$ cat config.mk
export PLATFORM = sky130hd
export DESIGN_NAME = cdb_arbiter
export DESIGN_NICKNAME = d
export VERILOG_FILES = /design/src/rtl/cdb_arbiter_pkg.sv /design/src/rtl/cdb_src_fifo.sv /design/src/rtl/cdb_arbiter.sv
export SDC_FILE = /design/constraint.sdc
export NUM_CORES = 1
export LEC_CHECK = 0
export ABC_AREA = 1
export CORE_MARGIN = 4
export CORE_UTILIZATION = 56
export CTS_BUF_LIST = sky130_fd_sc_hd__clkbuf_4
export CTS_CLUSTER_DIAMETER = 40
export DETAILED_ROUTE_END_ITERATION = 12
export GPL_TIMING_DRIVEN = 1
export PLACE_DENSITY = 0.89
export SYNTH_ARGS = -nofsm -noshare
export SYNTH_HDL_FRONTEND = slang
export SYNTH_SLANG_ARGS = --single-unit
export TNS_END_PERCENT = 5
$ cat constraint.sdc
create_clock -name clk_in -period 3.2 [get_ports clk_in]
set_input_delay 0.64 -clock clk_in [delete_from_list [all_inputs] [get_ports clk_in]]
set_output_delay 0.64 -clock clk_in [all_outputs]
set_load 0.02 [all_outputs]
$ cat src/rtl/cdb_arbiter_pkg.sv
// Shared definitions for the common-data-bus arbiter: source indices and widths.
package cdb_arbiter_pkg;

    localparam int CDB_SRC_ALU  = 0;
    localparam int CDB_SRC_LSB  = 1;
    localparam int CDB_SRC_BR   = 2;
    localparam int CDB_NUM_SRC  = 3;

    // Same width as the ROB index used elsewhere in the core.
    localparam int CDB_ROB_ID_W = 5;
    localparam int CDB_DATA_W   = 32;

endpackage

$ cat src/rtl/cdb_src_fifo.sv
// Per-producer result queue of depth 2^FIFO_DEPTH_BIT; head is read combinationally.
module cdb_src_fifo #(
    parameter int WIDTH          = 37,
    parameter int FIFO_DEPTH_BIT = 1
) (
    input  logic             clk,
    input  logic             rst,
    input  logic             clear,
    input  logic             push,
    input  logic             pop,
    input  logic [WIDTH-1:0] push_data,
    output logic [WIDTH-1:0] head,
    output logic             full,
    output logic             empty
);

    localparam int DEPTH = 1 << FIFO_DEPTH_BIT;

    logic [WIDTH-1:0]          mem [DEPTH];
    logic [FIFO_DEPTH_BIT-1:0] wr_ptr;
    logic [FIFO_DEPTH_BIT-1:0] rd_ptr;
    logic [FIFO_DEPTH_BIT:0]   count;

    // Pointer and occupancy tracking; a flush wins over any push or pop.
    always_ff @(posedge clk or posedge rst) begin
        if (rst) begin
            wr_ptr <= '0;
            rd_ptr <= '0;
            count  <= '0;
        end else if (clear) begin
            wr_ptr <= '0;
            rd_ptr <= '0;
            count  <= '0;
        end else begin
            if (push) wr_ptr <= wr_ptr + 1'b1;
            if (pop)  rd_ptr <= rd_ptr + 1'b1;
            if (push && !pop)      count <= count + 1'b1;
            else if (pop && !push) count <= count - 1'b1;
        end
    end

    // Entry storage carries data only, so it needs no reset.
    always_ff @(posedge clk) begin
        if (push) mem[wr_ptr] <= push_data;
    end

    assign head  = mem[rd_ptr];
    assign full  = (count == (FIFO_DEPTH_BIT+1)'(DEPTH));
    assign empty = (count == '0);

endmodule

$ cat src/rtl/cdb_arbiter.sv
// Round-robin arbiter that funnels queued producer results onto one registered CDB broadcast.
module cdb_arbiter
    import cdb_arbiter_pkg::*;
#(
    parameter int NUM_SRC        = CDB_NUM_SRC,
    parameter int FIFO_DEPTH_BIT = 1,
    parameter int ROB_ID_W       = CDB_ROB_ID_W,
    parameter int DATA_W         = CDB_DATA_W
) (
    input  logic                         clk_in,
    input  logic                         rst_in,
    input  logic                         rdy_in,
    input  logic                         clear_flag,
    input  logic [NUM_SRC-1:0]           src_valid,
    input  logic [NUM_SRC*ROB_ID_W-1:0]  src_rob_id,
    input  logic [NUM_SRC*DATA_W-1:0]    src_val,
    output logic [NUM_SRC-1:0]           src_ready,
    output logic                         cdb_valid,
    output logic [ROB_ID_W-1:0]          cdb_rob_id,
    output logic [DATA_W-1:0]            cdb_val,
    output logic [1:0]                   cdb_src
);

    localparam int ENTRY_W = ROB_ID_W + DATA_W;

    logic [NUM_SRC-1:0] full;
    logic [NUM_SRC-1:0] empty;
    logic [NUM_SRC-1:0] push;
    logic [NUM_SRC-1:0] pop;
    logic [ENTRY_W-1:0] head [NUM_SRC];
    logic [1:0]         rr_ptr;
    logic [1:0]         grant_idx;
    logic               grant_vld;

    // Modulo-NUM_SRC wrap for a search index that is at most 2*NUM_SRC-2.
    function automatic logic [1:0] wrap_src(input logic [2:0] s);
        if (s >= 3'(NUM_SRC)) return 2'(s - 3'(NUM_SRC));
        return s[1:0];
    endfunction

    // Ready reflects registered occupancy only, and is forced low while reset is held.
    assign src_ready = {NUM_SRC{rdy_in & ~rst_in}} & ~full;
    assign push      = src_valid & src_ready & {NUM_SRC{~clear_flag}};

    for (genvar i = 0; i < NUM_SRC; i++) begin : g_src
        cdb_src_fifo #(
            .WIDTH          (ENTRY_W),
            .FIFO_DEPTH_BIT (FIFO_DEPTH_BIT)
        ) u_fifo (
            .clk       (clk_in),
            .rst       (rst_in),
            .clear     (clear_flag),
            .push      (push[i]),
            .pop       (pop[i]),
            .push_data ({src_rob_id[i*ROB_ID_W +: ROB_ID_W], src_val[i*DATA_W +: DATA_W]}),
            .head      (head[i]),
            .full      (full[i]),
            .empty     (empty[i])
        );
    end

    // Round-robin search starting at rr_ptr; the first non-empty queue wins.
    always_comb begin
        logic [1:0] cand;
        cand      = '0;
        grant_vld = 1'b0;
        grant_idx = '0;
        for (int k = 0; k < NUM_SRC; k++) begin
            cand = wrap_src({1'b0, rr_ptr} + 3'(k));
            if (!grant_vld && !empty[cand]) begin
                grant_vld = 1'b1;
                grant_idx = cand;
            end
        end
    end

    // Pop the granted head only when the broadcast register will actually take it.
    always_comb begin
        pop = '0;
        if (grant_vld && rdy_in && !clear_flag) pop[grant_idx] = 1'b1;
    end

    // --- grant -> broadcast register boundary ---
    // Broadcast register and round-robin pointer; flush beats stall, stall freezes everything.
    always_ff @(posedge clk_in or posedge rst_in) begin
        if (rst_in) begin
            rr_ptr     <= 2'(CDB_SRC_ALU);
            cdb_valid  <= 1'b0;
            cdb_rob_id <= '0;
            cdb_val    <= '0;
            cdb_src    <= 2'(CDB_SRC_ALU);
        end else if (clear_flag) begin
            rr_ptr    <= 2'(CDB_SRC_ALU);
            cdb_valid <= 1'b0;
        end else if (rdy_in) begin
            if (grant_vld) begin
                rr_ptr     <= wrap_src({1'b0, grant_idx} + 3'd1);
                cdb_valid  <= 1'b1;
                cdb_rob_id <= head[grant_idx][ENTRY_W-1 -: ROB_ID_W];
                cdb_val    <= head[grant_idx][DATA_W-1:0];
                cdb_src    <= grant_idx;
            end else begin
                cdb_valid <= 1'b0;
            end
        end
    end

endmodule

==> results of run 1 <==
cell families after synthesis:
logic type / count (synthesis) / share of synthesized area
compound gates: 127 / 0.0786
flops: 276 / 0.716
simple gates: 400 / 0.164
fa+ha+maj: 3 / 0.00335
buf+inv: 74 / 0.0335
mux: 5 / 0.00447
layout make-up:
type                    instances  area share
inverters                      30     0.00855
well taps                     265      0.0236
flip-flops and latches        276       0.571
diodes                          4    0.000713
repair buffers                179       0.129
clock buffers                 109      0.0583
clock inverters                15     0.00597
multi-input cells             535       0.203
worst register-to-register path: cells and delay by family (launching register included):
kind | cells | cell delay (ns)
AO/OA/AOI/OAI | 1 | 0.26
flip-flops | 1 | 0.35
buffers and inverters | 3 | 0.78
adder cells (fa/ha/maj) | 1 | 0.35
AND/OR/NAND/NOR | 9 | 1.14
cell usage in the layout, fill, tap and decap left out, types with 33 or more instances in the layout:
| master | count |
|---|---|
| o21ai_0 | 52 |
| edfxtp_1 | 222 |
| nand3_1 | 80 |
| o21ai_1 | 33 |
| nand2_1 | 85 |
| clkbuf_4 | 109 |
| or2_2 | 37 |
| nor2_1 | 154 |
| dfrtp_1 | 54 |
| clkdlybuf4s50_1 | 160 |
worst max-delay path by stage:
stage | cells after the start | endpoint | from | slack (ns)
3_5_place_dp | 7 | g_src[1].u_fifo.mem[1][12] | rdy_in | 0.19
3_3_place_gp | 7 | g_src[1].u_fifo.mem[1][13] | rdy_in | 0.23
5_1_grt | 15 | cdb_val[31] | rr_ptr[1] | 0.02
2_1_floorplan | 8 | g_src[0].u_fifo.mem[0][0] | rdy_in | -0.30
4_1_cts | 14 | cdb_val[12] | rr_ptr[0] | 0.32
6_report | 14 | cdb_val[22] | rr_ptr[0] | 0.21
power by group through the flow:
stage	Clock [mW]	Combinational [mW]	Sequential [mW]
after floorplan	0	2.80	4.79
after global placement	0	4.37	4.55
after detailed placement	0	4.53	4.56
after CTS	3.05	4.60	4.50
after global routing	3.26	5.03	4.53
final	3.02	4.66	4.50
metal layers:
metal  vias to the layer above  global-route usage  routed length [um]
li1                       3608                   -                   -
met3                        88              0.0706                2910
met1                      3822               0.331               10900
met2                       491               0.431               14300
met5                         -                   0                  13
met4                         2               0.109                1090
metrics by stage:
| step | setup TNS, ns | std cells | util |
|---|---|---|---|
| finish | 0 | 1413 | 0.717 |
| global route | 0 | 1413 | 0.717 |
| CTS | 0 | 1409 | 0.716 |
| detailed placement | 0 | 1285 | 0.670 |
| global placement | 0 | 1285 | 0.670 |
| floorplan | -31.64 | 885 | - |
state kept, by name (all words and copies together) (netlist names):
register,cells
g_src.u_fifo.rd_ptr,3
g_src.u_fifo.mem,222
g_src.u_fifo.wr_ptr,3
rr_ptr,2
g_src.u_fifo.count,6
cdb_valid,1
cdb_val,32
cdb_rob_id,5
cdb_src,2
==> impl_results.md, run 1 <==
* Outcome: completed
* Worst-path clk slew at 0.07 ns
* IO Pins at 161
* Die Area at 22300 um^2
* RSZ-0062 raised after global routing: false
* Gpl congestion at between 0.8 and 0.9
* Final Hold Violating Endpoints at 0
* Clock Tree Root: clkbuf_4
* Clock Power Share at 0.248
* CP top delay family: simple AND/OR/NAND/NOR gates
* Max incr delay on CP at 0.59 ns
* Overall routing resource usage at 0.262
* Multi-input logic area at ~2900 um^2
* Final hold slack at 0.319 ns
* Seq pwr share at 0.370
* Register area at 8020 um^2
* Final-stage net count at 1213
* Period utilization at 0.935
* Flop-to-flop setup slack at roughly 0.21 ns
* Gates resized, CTS repair at 0
* Worst R2R Start: rr_ptr[0]
* Worst min path class: input port to async pin
* Sequential-to-total area share from yosys stat at 0.716
* H-tree Lvls at 3
* Post-DRT Antenna Nets at 0
* Max-Slew Margin vs Limit at 0.247
* MaxCap Viol Count at 0
* First-pass GRT wire length at 44.1 mm
* Least-Margin Pin Slew at 1.13 ns
* Hpwl dp at 18.5 mm
* Post-DP Area at ~13000 um^2
* Num CTS Buffers at 70
* Routed vias/inst at 5.67
* Detailed Route WL at 29.2 mm
* Total power at 12.2 mW
* Critical-path cell list: inv_1 -> ha_1 -> inv_1 -> nand2_1 -> nand2_1 -> nand2_1 -> nand2_2 -> nand3_1 -> nand3_2 -> nand2_2 -> inv_2 -> o21ai_0 -> nand3_1 -> nand3_1
* Mapped cell area at between 10000 and 15000 um^2
* Worst setup SP type: flip-flop
* Setup Fix Bufs, Post-CTS at 0
* Synthesized Nets at 1006
* Largest net degree at the start of global routing at 41
* Routed WL per cell at 20.7 um
* Initial core utilization at 0.572
* Share of post-route cells with drive strength above 1 at 0.205
* Synth area leaders: edfxtp_1, dfrtp_1, nor2_1
* Setup Crit Path Kind: flip-flop to flip-flop
* CP Buf/Inv Count at 3
* Critical Path Fanout Max at 40
* #FFs+latches synth at 276
* Gr ovfl total at 0
* Yosys Warn Count at 0
* Internal Power at roughly 7.4 mW
* DRT iter0 DRCs at slightly below 800
* Ys async rst share at 0.196
* Clock buffer depth at 3
* Main flop type after synthesis: edfxtp_1
* Power density cells at just under 900 nW/um^2
* Vias post-DR at 8011
* Switching power at 4.74 mW
* Die X-Extent at about 150 um
* Sw Ratio at 0.389
* Comb power frac at 0.382
* Synth cell count leaders: edfxtp_1, nor2_1, nand2_1, nand3_1, dfrtp_1
* Final Max Tran Viols at 0
* Dpl ws at 0.188 ns
* Post-route minimum period at roughly 3 ns
* CTS Sinks at 276
* Worst-case clock skew at between 0.06 and 0.07 ns
* Post-synth EDFFs at 222
* Core area at approximately 20000 um^2
* Later-pin clock latency in the skew report at 0.70 ns
* Count of cell types in the netlist at 34
* Synth Area per Inst at 12.7 um^2
* Reg2Reg Depth at 14
* Top-count cell post-synth: edfxtp_1
* Finished layout cell area at 14000 um^2
* Syn-to-layout area delta at 25.3%
* Vias in the first global route at about 8000
* CP Data Arrival Time at between 3 and 4 ns
* Leak pwr at 5.27 nW
* Worst Slack Setup Final at 0.209 ns
* TritonRoute pass-1 iters at 5
* CTS tree: built
* DRC Markers at 0
* CTS Hold Buffers Added at 0
* Yosys top cell area share at 0.595
* Syn Inst Count at slightly below 900
* FILL cells at 1265
* Initial antenna violation count at 5
* Max frequency at 334 MHz
* Worst setup EP type: flip-flop
* Worst vdd ir at 0.422 mV
* Number of cell rows at slightly above 50
* Worst flop-to-flop path endpoint: cdb_val[22]
* Worst endpoint required time at ~3.8 ns
* Slowest stage cell, crit path: inv_2
* Overall die height at 149 um
* # setup viols final at 0
* Yosys top cell by area: edfxtp_1
* IO buf count at 160
Power figures use the tool's default switching activity.
==> run 2, diff against run 1 <==
Settings changed: CORE_UTILIZATION 56 to 57, SYNTH_HIERARCHICAL from default to 1.
==> run 2 against run 1 <==
  * Area after synthesis grew 8.2%
  * Sequential share of layout area shrank 3.5 points
  * Critical path depth shrank 9
  * Combinational power grew 18%
  * Final cell count grew 6.7%
  * Fmax grew 3.8%
  * Synthesized cell count grew 8.8%
  * Cell area grew 6.6%
  * Sequential cell count is the same
  * Highest routed layer is now met4
==> impl_results.md, run 2 <==
* Outcome: completed
* Yosys top cell by area: edfxtp_1
* Sequential-to-total area share from yosys stat at 0.661 (-0.0542)
* Setup TNS at 0 ns (unchanged)
* Overall die height at 154 um (+2.9%)
* Most frequent cells in the layout: edfxtp_1, clkdlybuf4s50_1, inv_1
* Max reg flops at 222 (unchanged)
* Ys async rst share at 0.196 (unchanged)
* Worst Slack Setup Final at 0.318 ns (+0.109 ns)
* Later-pin clock latency in the skew report at 0.68 ns (-0.02 ns)
* Synthesized Nets at 1085 (+7.9%)
* Overall routing resource usage at 0.230 (-0.0312)
* Top-count cell post-synth: edfxtp_1
* CP Data Arrival Time at 2.24 ns (-1.31 ns)
* Final hold slack at 0.305 ns (-0.0134 ns)
* Multi-input logic area at 3290 um^2 (+15%)
* IO Pins at 161 (unchanged)
* Biggest regs: g_src.u_fifo/mem: 222 flops, cdb_val: 32 flops, g_src.u_fifo/count: 6 flops
* Max frequency at 347 MHz (+3.8%)
* Sw Ratio at 0.389 (about the same)
* Share of post-route cells with drive strength above 1 at 0.236 (+0.0318)
* Period utilization at 0.901 (-0.0342)
* Slowest stage cell, crit path: clkdlybuf4s50_1
* Dpl ws at 0.344 ns (+0.156 ns)
* Detailed Route WL at 27.5 mm (-5.9%)
* Yosys Warn Count at 6 (+6)
* Final-stage net count at 1299 (+7.1%)
* Post-DRT Antenna Nets at 0 (unchanged)
* Post-synth EDFFs at 222 (unchanged)
* MaxCap Viol Count at 0 (unchanged)
* Register area at 8020 um^2 (about the same)
* Vias in the first global route at 8434 (+4.3%)
* Critical Path Fanout Max at 4 (-90%)
* Count of cell types in the netlist at 31 (-8.8%)
* H-tree Lvls at 3 (unchanged)
* Least-Margin Pin Slew at 1.07 ns (-0.0592 ns)
* Synth Area per Inst at 12.6 um^2 (-0.57%)
* Critical-path cell list: clkdlybuf4s50_1 -> clkinvlp_4 -> nand2_1 -> nor2_1 -> clkdlybuf4s50_1
* Seq pwr share at 0.351 (-0.019)
* Clock Power Share at 0.233 (-0.015)
* Leak pwr at 6.11 nW (+16%)
* Final Max Tran Viols at 0 (unchanged)
* #FFs+latches synth at 276 (unchanged)
* Setup Crit Path Kind: input port to output pin
* Internal Power at 8.12 mW (+9.1%)
* Most common cell after layout, fill and taps aside: edfxtp_1
* DRT iter0 DRCs at 559 (-28%)
* Vias post-DR at 8179 (+2.1%)
* Post-DP Area at 14000 um^2 (+6.6%)
* Worst vdd ir at 0.722 mV (+71%)
* TritonRoute pass-1 iters at 5 (unchanged)
* Die Area at 23700 um^2 (+6.0%)
* Most common cell on crit path: clkdlybuf4s50_1
* FILL cells at 1440 (+14%)
* # setup viols final at 0 (unchanged)
* IO buf count at 160 (unchanged)
* CTS Sinks at 276 (unchanged)
* Initial core utilization at 0.579 (+0.00657)
* Clock Tree Root: clkbuf_4
* Routed WL per cell at 18.3 um (-12%)
* Gates resized, CTS repair at 0 (unchanged)
* Gr ovfl total at 0 (unchanged)
* Switching power at 5.17 mW (+9.1%)
* Max-Slew Margin vs Limit at 0.289 (+0.0412)
* Synth area leaders: edfxtp_1, dfrtp_1, mux2_2
* Number of cell rows at 53 (+3.9%)
* Post-route minimum period at 2.88 ns (-0.109 ns)
* Finished layout cell area at 15000 um^2 (+6.6%)
* First-pass GRT wire length at 42.5 mm (-3.7%)
* Clock buffer depth at 3 (unchanged)
* Core area at 21000 um^2 (+7.0%)
* CTS tree: built
* Comb power frac at 0.416 (+0.034)
* Worst min path class: input port to async pin
* Main flop type after synthesis: edfxtp_1
* Syn Inst Count at 963 (+8.8%)
* Worst-path clk slew at 0.07 ns (about the same)
* Power density cells at 888 nW/um^2 (+2.4%)
* Max incr delay on CP at 0.65 ns (+0.06 ns)
* Initial antenna violation count at 1 (-4)
* Total power at 13.3 mW (+9.1%)
* Worst-case clock skew at 0.0371 ns (-0.0238 ns)
* Yosys top cell area share at 0.550 (-0.0451)
* Synth cell count leaders: edfxtp_1, inv_1, nand3_1, nand2_1, mux2_2
* Largest net degree at the start of global routing at 43 (+4.9%)
* Routed vias/inst at 5.42 (-4.3%)
* Setup Fix Bufs, Post-CTS at 0 (unchanged)
* Mapped cell area at 12100 um^2 (+8.2%)
* Final Hold Violating Endpoints at 0 (unchanged)
* RSZ-0062 raised after global routing: false
* Worst setup EP type: output pin
* DRC Markers at 0 (unchanged)
* Die X-Extent at 154 um (+2.9%)
* Worst setup SP type: input port
* Syn-to-layout area delta at 23.5%
* Most flop-heavy register: g_src.u_fifo/mem
* CTS Hold Buffers Added at 0 (unchanged)
* Hpwl dp at 18.7 mm (+1.1%)
* Gpl congestion at 0.926 (+8.1%)
* Worst endpoint required time at 2.56 ns (-1.20 ns)
* Num CTS Buffers at 72 (+2.9%)
-- run 2: critical path: cells and delay by family --
| kind | cells | cell delay, ns |
|---|---|---|
| buffers and inverters | 3 | 1.26 |
| and+or+nand+nor | 2 | 0.34 |
-- run 2: final cells by class --
cell class                 count  share of cell area
antenna                        2            0.000334
clock buffer                 118              0.0592
clock inverter                10             0.00476
inverter                     137              0.0346
multi-input combinational    508               0.220
sequential                   276               0.536
tap                          275              0.0230
timing repair buffer         182               0.122
-- run 2: logic make-up (layout without fill, tap and decap cells) --
group                      Yosys count  after routing  share of synthesized area
other                                0              2                          0
AOI/OAI and AO/OA                   38             38                     0.0159
buffers and inverters              179            447                     0.0687
muxes                              111            111                      0.111
adders and majority gates            4              4                    0.00413
and+or+nand+nor                    355            355                      0.139
DFF                                276            276                      0.661
-- run 2: metal layers --
layer | GRT usage | part of all wire | vias to the layer above
li1 | - | - | 3792
met1 | 0.277 | 0.37 | 3906
met2 | 0.403 | 0.52 | 426
met3 | 0.0529 | 0.081 | 55
met4 | 0.0938 | 0.026 | 0
met5 | 0 | 0 | -
-- run 2: path summary, 6_finish.rpt --
kind | from | endpoint | slack [ns] | cells past startpoint
worst max-delay path | rst_in | src_ready[0] | 0.32 | 5
max in group asynchronous | rst_in | cdb_val[20] | 2.16 | 3
worst max register to register | rr_ptr[0] | g_src[0].u_fifo/count[0] | 0.45 | 13
worst min register to register | cdb_src[1] | cdb_src[1] | 0.53 | 2
worst min-delay path | rst_in | g_src[0].u_fifo/rd_ptr | 0.31 | 2
min in group clk_in | cdb_src[1] | cdb_src[1] | 0.53 | 2
-- run 2: power by group through the flow --
stage	registers, mW	logic (mW)	clock network, mW
6_report	4.66	5.52	3.10
5_1_grt	4.70	6.01	3.38
3_5_place_dp	4.72	5.50	0
3_3_place_gp	4.71	5.32	0
2_1_floorplan	4.79	3.88	0
4_1_cts	4.66	5.53	3.18
-- run 2: metrics by stage --
step | instances | util
global placement | 1378 | 0.668
global route | 1507 | 0.714
detailed placement | 1378 | 0.668
CTS | 1506 | 0.714
floorplan | 963 | -
finish | 1508 | 0.714
